--- src/rtl/mac_result_collector_pkg.sv ---
// Shared MAC constants: default datapath widths and the collector FSM encoding.
package mac_result_collector_pkg;

    localparam int unsigned MAC_ACC_RES_W = 25;
    localparam int unsigned MAC_IDX_W     = 16;

    typedef enum logic [1:0] {
        ACCUM   = 2'd0,
        SETTLE  = 2'd1,
        CAPTURE = 2'd2
    } mac_state_e;

endpackage

--- src/rtl/mac_result_collector_fifo.sv ---
// ResultFifo2: two-entry valid/ready FIFO holding captured window results.
module ResultFifo2 #(
    parameter int unsigned WIDTH = 8
) (
    input  logic             clk,
    input  logic             rst_n,
    input  logic             push_valid_i,
    input  logic [WIDTH-1:0] push_data_i,
    output logic             push_ready_o,
    output logic             pop_valid_o,
    output logic [WIDTH-1:0] pop_data_o,
    input  logic             pop_ready_i
);

    logic [WIDTH-1:0] mem_q [2];
    logic             wr_ptr_q, wr_ptr_d;
    logic             rd_ptr_q, rd_ptr_d;
    logic [1:0]       count_q, count_d;
    logic             do_push, do_pop;

    assign pop_valid_o  = (count_q != 2'd0);
    assign pop_data_o   = mem_q[rd_ptr_q];
    assign do_pop       = pop_valid_o && pop_ready_i;
    // A full buffer still accepts a push when the head leaves on the same edge.
    assign push_ready_o = (count_q != 2'd2) || do_pop;
    assign do_push      = push_valid_i && push_ready_o;

    always_comb begin
        wr_ptr_d = wr_ptr_q;
        rd_ptr_d = rd_ptr_q;
        count_d  = count_q;
        if (do_push) begin
            wr_ptr_d = ~wr_ptr_q;
        end
        if (do_pop) begin
            rd_ptr_d = ~rd_ptr_q;
        end
        case ({do_push, do_pop})
            2'b10:   count_d = count_q + 2'd1;
            2'b01:   count_d = count_q - 2'd1;
            default: count_d = count_q;
        endcase
    end

    always_ff @(posedge clk or negedge rst_n) begin
        if (!rst_n) begin
            mem_q[0] <= '0;
            mem_q[1] <= '0;
            wr_ptr_q <= 1'b0;
            rd_ptr_q <= 1'b0;
            count_q  <= '0;
        end else begin
            if (do_push) begin
                mem_q[wr_ptr_q] <= push_data_i;
            end
            wr_ptr_q <= wr_ptr_d;
            rd_ptr_q <= rd_ptr_d;
            count_q  <= count_d;
        end
    end

endmodule

--- src/rtl/mac_result_collector.sv ---
// Counts MAC strobes per window, captures the accumulated result with a threshold
// flag and window index, clears the MAC, and buffers results for a ready/valid sink.
module mac_result_collector
    import mac_result_collector_pkg::*;
#(
    parameter int unsigned bitwidthAccRes = MAC_ACC_RES_W,
    parameter int unsigned AccCycles      = 400,
    parameter int unsigned bitwidthIdx    = MAC_IDX_W
) (
    input  logic                      clk,
    input  logic                      reset,
    input  logic                      newData,
    input  logic [bitwidthAccRes-1:0] AccResult,
    input  logic [bitwidthAccRes-1:0] threshold,
    input  logic                      outReady,
    output logic                      accClear,
    output logic                      outValid,
    output logic [bitwidthAccRes-1:0] outData,
    output logic                      outAbove,
    output logic [bitwidthIdx-1:0]    outIdx,
    output logic                      dropErr,
    output logic                      seqErr
);

    localparam int unsigned CNT_W   = (AccCycles > 1) ? $clog2(AccCycles) : 1;
    localparam int unsigned ENTRY_W = bitwidthAccRes + bitwidthIdx + 1;
    localparam logic [CNT_W-1:0] CNT_LAST = CNT_W'(AccCycles - 1);

    mac_state_e          state_q, state_d;
    logic [CNT_W-1:0]       cnt_q, cnt_d;
    logic [bitwidthIdx-1:0] idx_q, idx_d;
    logic                   dropErr_q, dropErr_d;
    logic                   seqErr_q, seqErr_d;

    logic               push_valid;
    logic               push_ready;
    logic [ENTRY_W-1:0] push_data;
    logic [ENTRY_W-1:0] pop_data;

    assign push_data = {(AccResult >= threshold), idx_q, AccResult};

    always_comb begin
        state_d    = state_q;
        cnt_d      = cnt_q;
        idx_d      = idx_q;
        dropErr_d  = dropErr_q;
        seqErr_d   = seqErr_q;
        accClear   = 1'b0;
        push_valid = 1'b0;
        case (state_q)
            ACCUM: begin
                if (newData) begin
                    if (cnt_q == CNT_LAST) begin
                        cnt_d   = '0;
                        state_d = SETTLE;
                    end else begin
                        cnt_d = cnt_q + 1'b1;
                    end
                end
            end
            SETTLE: begin
                state_d = CAPTURE;
                if (newData) begin
                    seqErr_d = 1'b1;
                end
            end
            CAPTURE: begin
                accClear   = 1'b1;
                push_valid = 1'b1;
                idx_d      = idx_q + 1'b1;
                state_d    = ACCUM;
                if (newData) begin
                    seqErr_d = 1'b1;
                end
                if (!push_ready) begin
                    dropErr_d = 1'b1;
                end
            end
            default: state_d = ACCUM;
        endcase
    end

    always_ff @(posedge clk or negedge reset) begin
        if (!reset) begin
            state_q   <= ACCUM;
            cnt_q     <= '0;
            idx_q     <= '0;
            dropErr_q <= 1'b0;
            seqErr_q  <= 1'b0;
        end else begin
            state_q   <= state_d;
            cnt_q     <= cnt_d;
            idx_q     <= idx_d;
            dropErr_q <= dropErr_d;
            seqErr_q  <= seqErr_d;
        end
    end

    ResultFifo2 #(
        .WIDTH(ENTRY_W)
    ) u_fifo (
        .clk         (clk),
        .rst_n       (reset),
        .push_valid_i(push_valid),
        .push_data_i (push_data),
        .push_ready_o(push_ready),
        .pop_valid_o (outValid),
        .pop_data_o  (pop_data),
        .pop_ready_i (outReady)
    );

    assign outData  = pop_data[bitwidthAccRes-1:0];
    assign outIdx   = pop_data[bitwidthAccRes +: bitwidthIdx];
    assign outAbove = pop_data[ENTRY_W-1];
    assign dropErr  = dropErr_q;
    assign seqErr   = seqErr_q;

endmodule

--- config.mk ---
export PLATFORM = sky130hd
export DESIGN_NAME = mac_result_collector
export DESIGN_NICKNAME = d
export VERILOG_FILES = /design/src/rtl/mac_result_collector_pkg.sv /design/src/rtl/mac_result_collector_fifo.sv /design/src/rtl/mac_result_collector.sv
export SDC_FILE = /design/constraint.sdc
export NUM_CORES = 1
export LEC_CHECK = 0
export ABC_CLOCK_PERIOD_IN_PS = 3600
export BUFFER_PORTS_ARGS = -buffer_cell sky130_fd_sc_hd__buf_2
export CAP_MARGIN = 30
export CORE_AREA = 2 2 120 99
export DETAILED_ROUTE_END_ITERATION = 6
export DIE_AREA = 0 0 122 101
export GPL_ROUTABILITY_DRIVEN = 0
export GPL_TIMING_DRIVEN = 0
export PLACE_DENSITY = 0.77
export RECOVER_POWER = 100
export SYNTH_ARGS = -nofsm -noshare
export SYNTH_HDL_FRONTEND = slang
export SYNTH_SLANG_ARGS = --single-unit
--- constraint.sdc ---
create_clock -name clk -period 3.6 [get_ports clk]
set_input_delay 0.36 -clock clk [delete_from_list [all_inputs] [get_ports clk]]
set_output_delay 0.36 -clock clk [all_outputs]
set_load 0.01 [all_outputs]
# Yosys cells after proc, flatten, opt, wreduce, memory -nomap -nowiden

Cells that the tools add are included.

Add/sub/neg operators: 4
Order comparisons: 4
Equality and inequality tests: 8
Mux-type cells: 12
Bitwise gates (word level): 5
Reductions and logical operators: 12

Operator list:

| operator                | number |
|---|---|
| $mux W42                | 4 |
| $bwmux W84              | 1 |
| $demux W42 S1           | 1 |
| $ge A25 B25 Y1          | 1 |
| $add A16 B1 Y16 const B | 1 |
| $add A9 B1 Y9 const B   | 1 |
| $eq A9 B9 Y1 const B    | 1 |
| $mux W9                 | 1 |
| $pmux W2 S2             | 2 |
| $reduce_and A2 Y1       | 4 |
| $ne A2 B2 Y1 const B    | 3 |
| $eq A2 B1 Y1 const B    | 2 |
| $eq A2 B2 Y1 const B    | 2 |
| $ge A2 B2 Y1 const B    | 2 |
| $mux W2                 | 2 |
| $not A1 Y2              | 2 |
| $reduce_bool A2 Y1      | 2 |
| $logic_and A1 B1 Y1     | 3 |
| $not A1 Y1              | 3 |
| $add A2 B1 Y2 const B   | 1 |
| $logic_not A2 Y1        | 1 |
| $lt A2 B1 Y1 const B    | 1 |
| $reduce_or A2 Y1        | 1 |
| $sub A2 B1 Y2 const B   | 1 |
| 2 further kinds         | 2 |

Register bits after elaboration: 117
Bits of input ports: 54
Word-level logic and storage cells: 55

# Longest topological paths before layout

Depth in word-level cells: 6
Gate-level depth with buffers: 10
Mapped depth without buffers: 8

# By module

A second synthesis with hierarchy kept.

Cells, all modules: 450
Area, all modules: 6175.9 µm²

Modules (own cells, without submodules):

| module               | times used | cells an instance | area each (µm²) | seq. area each (µm²) |
|---|---|---|---|---|
| ResultFifo2          | 1          | 242               | 4230.3          | 2202.1 |
| mac_result_collector | 1          | 208               | 1945.6          | 725.7 |

# Worst setup path after synthesis

No wires, ideal clock.

Kind: flip-flop to flip-flop
Start point: register state_q[0]
End point: register u_fifo.mem_q[42] (netlist name)
Setup time: 0.125 ns
Arrival time: 1.715 ns
Required time: 3.475 ns
Path slack: 1.760 ns
Cell stages (with the launch flop): 9
Buffers on the path: 2
Clock period less this slack: 1.840 ns
Cell sequence: dfrtp_1 inv_1 ha_1 buf_4 nor2b_4 inv_4 nor2_8 buf_6 mux2_4

Word-level cells in the longest chain between the ends: 3

Ends and longest elaborated chain:

| item                          | RTL line                        | text |
|---|---|---|
| start, declared               | mac_result_collector.sv:29      | `mac_state_e state_q, state_d;` |
| start signal, assigned        | mac_result_collector.sv:91      | `state_q <= state_d;` |
| $eq A2 B2 Y1                  | -                               |  |
| $mux W1                       | -                               |  |
| named net accClear            | mac_result_collector.sv:16      | `output logic accClear,` |
| $logic_and A1 B1 Y1           | mac_result_collector_fifo.sv:26 | `assign do_push = push_valid_i && push_ready_o;` |
| end signal, assigned by index | mac_result_collector_fifo.sv:54 | `mem_q[wr_ptr_q] <= push_data_i;` |
| end, declared                 | mac_result_collector_fifo.sv:15 | `logic [WIDTH-1:0] mem_q [2];` |

The timed path passes the listed nets, and every way through them passes these cells.
A chain may end at the register's enable or synchronous reset.

# Worst setup path after layout

Start point: register state_q[0]
End point: register u_fifo.mem_q[5] (netlist name)

Word-level cells in the longest chain between the ends: 3

Ends and longest elaborated chain:

| item                | RTL line                        | text |
|---|---|---|
| $eq A2 B2 Y1        | mac_result_collector.sv:50      | `case (state_q)` |
| $mux W1             | mac_result_collector.sv:50      |  |
| $logic_and A1 B1 Y1 | mac_result_collector_fifo.sv:26 |  |

Every way passes these cells.

==> reports/summary.txt <==
Status - completed
# IOs - 100
Starting DRT DRC Count - 184
Crit-path cells - inv_1 > ha_1 > clkbuf_1 > nor2b_1 > clkinvlp_2 > nor2_1 > clkbuf_1 > nand2_1 > nand2_1
Utilization after layout - 62.99%
Area Growth Syn to Fin - 18.11%
Total GRT Usage - 22.28%
Proportion of layout cells with a drive suffix above 1 - 25.59%
Initial cell density of the core - 53.33%
Root Driver - clkbuf_16
H-tree levels - 4
Number of diodes - 0
CP top delay family - buffers and inverters
Hold_ws - 181.5 ps
Measured slew at the worst slew-check pin - 1268 ps
Routed Antenna Nets - 0
Asr flop ratio synth - 100.0%
Maximum vdd ir drop - 343.2 uV
Rows - 35
Vias - 4132
Pins Over Slew Limit - 0
Setup TNS - 0 ps
Highest clock rate - 371.9 MHz
Die ar. - 12320 sq um
Static Leak - 0.003785 uW
Total number of yosys warnings - 0
Die outline height - 101 um
Register area share after synthesis - 49.16%
Post-Synthesis Cell Area - 5956 sq um
# clock sinks - 117
CP arrival - 3030 ps
Fin crit share - 74.69%
Worst r2r src - state_q[0]
Initial antenna violation count - 0
Setup crit start - state_q[0]
CORE AREA - 11170 sq um
CTS tree - done
Gr ovfl total - 0
Skew-Pair Late Insertion Delay - 410 ps
Setup WS pre-CTS - 1410 ps
EDFF count, synth - 0
DP Area - 6666 sq um
Post-synth top area cell - dfrtp_1
CTS Buf Count - 17
Unrepaired setup endpoints after global routing - false
Top cells by area, synth - dfrtp_1 49%, mux2_2 11%, mux2_4 10%
Slowest stage delay, CP - 430 ps
Final min period - 2689 ps
Worst slew margin - 15.45%
Most frequent cell after synthesis - dfrtp_1
Avg WL per Cell - 16.16 um
Setup ws final - 911.1 ps
Final wirelength - 12690 um
Hold Crit Class - in -> reg
Global-route wire length before repair - 21100 um
Crit path buf inv count - 4
DR DRC count - 0
Syn Nets - 590
CP Launch Type - flop
CP Capture Type - flop
Worst path slowest cell - clkbuf_1
Mean Syn Cell Area - 11.82 sq um
Post-route cell area - 7034 sq um
Clock-pin slew on the worst setup and hold paths - 50 ps
Synth cell count leaders - 117 x dfrtp_1, 93 x nand2_1, 59 x mux2_2, 40 x mux2_4, 32 x ha_1
Pin count of the biggest net entering global routing - 70
Crit Path Class - reg -> reg
Final Setup Violations - 0
Post-layout nets - 710
Cells after Synth - 504
Post-DP HPWL - 8982 um
CP Data Required Time - 3940 ps
Power Dens Cells - 460.9 nW/um^2
Ys flop type - dfrtp_1
Crit-path max FO - 10
Yosys cell types - 36
Drt via density - 5.264
Max clock buf depth - 2
Number of global-route vias before repair - 4326
Synth top area share - 49.16%
Layout Skew - 6.429 ps
Fin. Hold Viols - 0
Hold_sp - AccResult[9]
Pre-antenna DRT Iters - 6
Synthesized flop and latch total - 117
MaxCap Viol Count - 0
IO Port Bufs - 99
Die Wd - 122 um
per-stage QoR:
step / total power (uW) / instances
3_3_place_gp: 1586 / 751
6_report: 3242 / 785
4_1_cts: 3278 / 785
5_1_grt: 3370 / 785
2_1_floorplan: 1503 / 504
3_5_place_dp: 1610 / 752
what timing repair did:
action,CTS,global route
buffers inserted,0,0
hold endpoints to repair,3,0
gates resized for setup,0,0
setup endpoints to repair,0,0
hold buffers,1,0
where the power goes:
part           total, uW  internal, uW  switching, uW
Clock               1670          1090            579
Sequential          1380          1350           35.1
Combinational        194          84.8            109
Total               3240          2520            723
worst register-to-register path, delay by kind of cell, from the launching register on:
kind	cells	cell delay, ps
and+or+nand+nor	4	830
adders and majority gates	1	180
buffers and inverters	4	1220
DFF	1	400
metal layers:
| metal | vias up | GRT usage (%) | share of wire [%] |
|---|---|---|---|
| met5 | - | 0 | 0 |
| met3 | 11 | 5.995 | 5.9 |
| li1 | 1963 | - | - |
| met1 | 2051 | 28.99 | 45 |
| met2 | 107 | 36.96 | 48 |
| met4 | 0 | 6.189 | 0.94 |
worst paths after layout:
check	cells after the start	end	slack (ps)
setup / recovery	9	u_fifo.mem_q[5]	910
hold / removal	3	u_fifo.mem_q[9]	180
setup reg to reg	9	u_fifo.mem_q[5]	910
hold reg to reg	1	seqErr	460
max in group asynchronous	3	u_fifo.mem_q[21]	1890
min in group asynchronous	2	u_fifo.mem_q[56]	760
sequential cells by signal, summed over array words and instances, names as in the netlist:
signal and cells:
u_fifo.wr_ptr_q 1, idx_q 16, u_fifo.count_q 2, seqErr 1, u_fifo.rd_ptr_q 1, dropErr 1
u_fifo.mem_q 84, cnt_q 9, state_q 2
logic make-up (layout without fill, tap and decap cells):
family	Yosys count	after routing	share of synthesized area (%)
and+or+nand+nor	151	151	11.93
DFF	117	117	49.16
muxes	99	99	21.24
buffers and inverters	48	181	4.013
adders and majority gates	32	32	6.723
AOI/OAI and AO/OA	32	32	3.256
xor gates and xnor gates	25	25	3.676
layout make-up:
cell class / count / area [sq um]
fillers: 950 / 4133
multi-input cells: 339 / 2625
inverters: 31 / 117.6
clock buffers: 24 / 491.7
flip-flops and latches: 117 / 2928
plain buffers: 17 / 106.4
clock inverters: 8 / 97.59
repair buffers: 101 / 483.0
well taps: 148 / 185.2
cell usage in the layout, fill, tap and decap left out, types with 5 or more instances in the layout:
| master | Yosys | layout |
|---|---|---|
| buf_2 | 6 | 59 |
| a21o_1 | 7 | 7 |
| xnor2_1 | 18 | 18 |
| xor2_1 | 7 | 7 |
| clkbuf_1 | 2 | 52 |
| nor3_1 | 4 | 5 |
| o21ai_0 | 8 | 8 |
| nor2_1 | 12 | 12 |
| clkbuf_16 | 0 | 17 |
| nand2_1 | 93 | 95 |
| mux2_2 | 59 | 56 |
| inv_1 | 30 | 30 |
| nand3_1 | 13 | 13 |
| dfrtp_1 | 117 | 117 |
| mux2_1 | 0 | 39 |
| nand4_1 | 11 | 11 |
| a21oi_1 | 10 | 10 |
| ha_1 | 32 | 32 |
(Power assumes the default switching activity.)
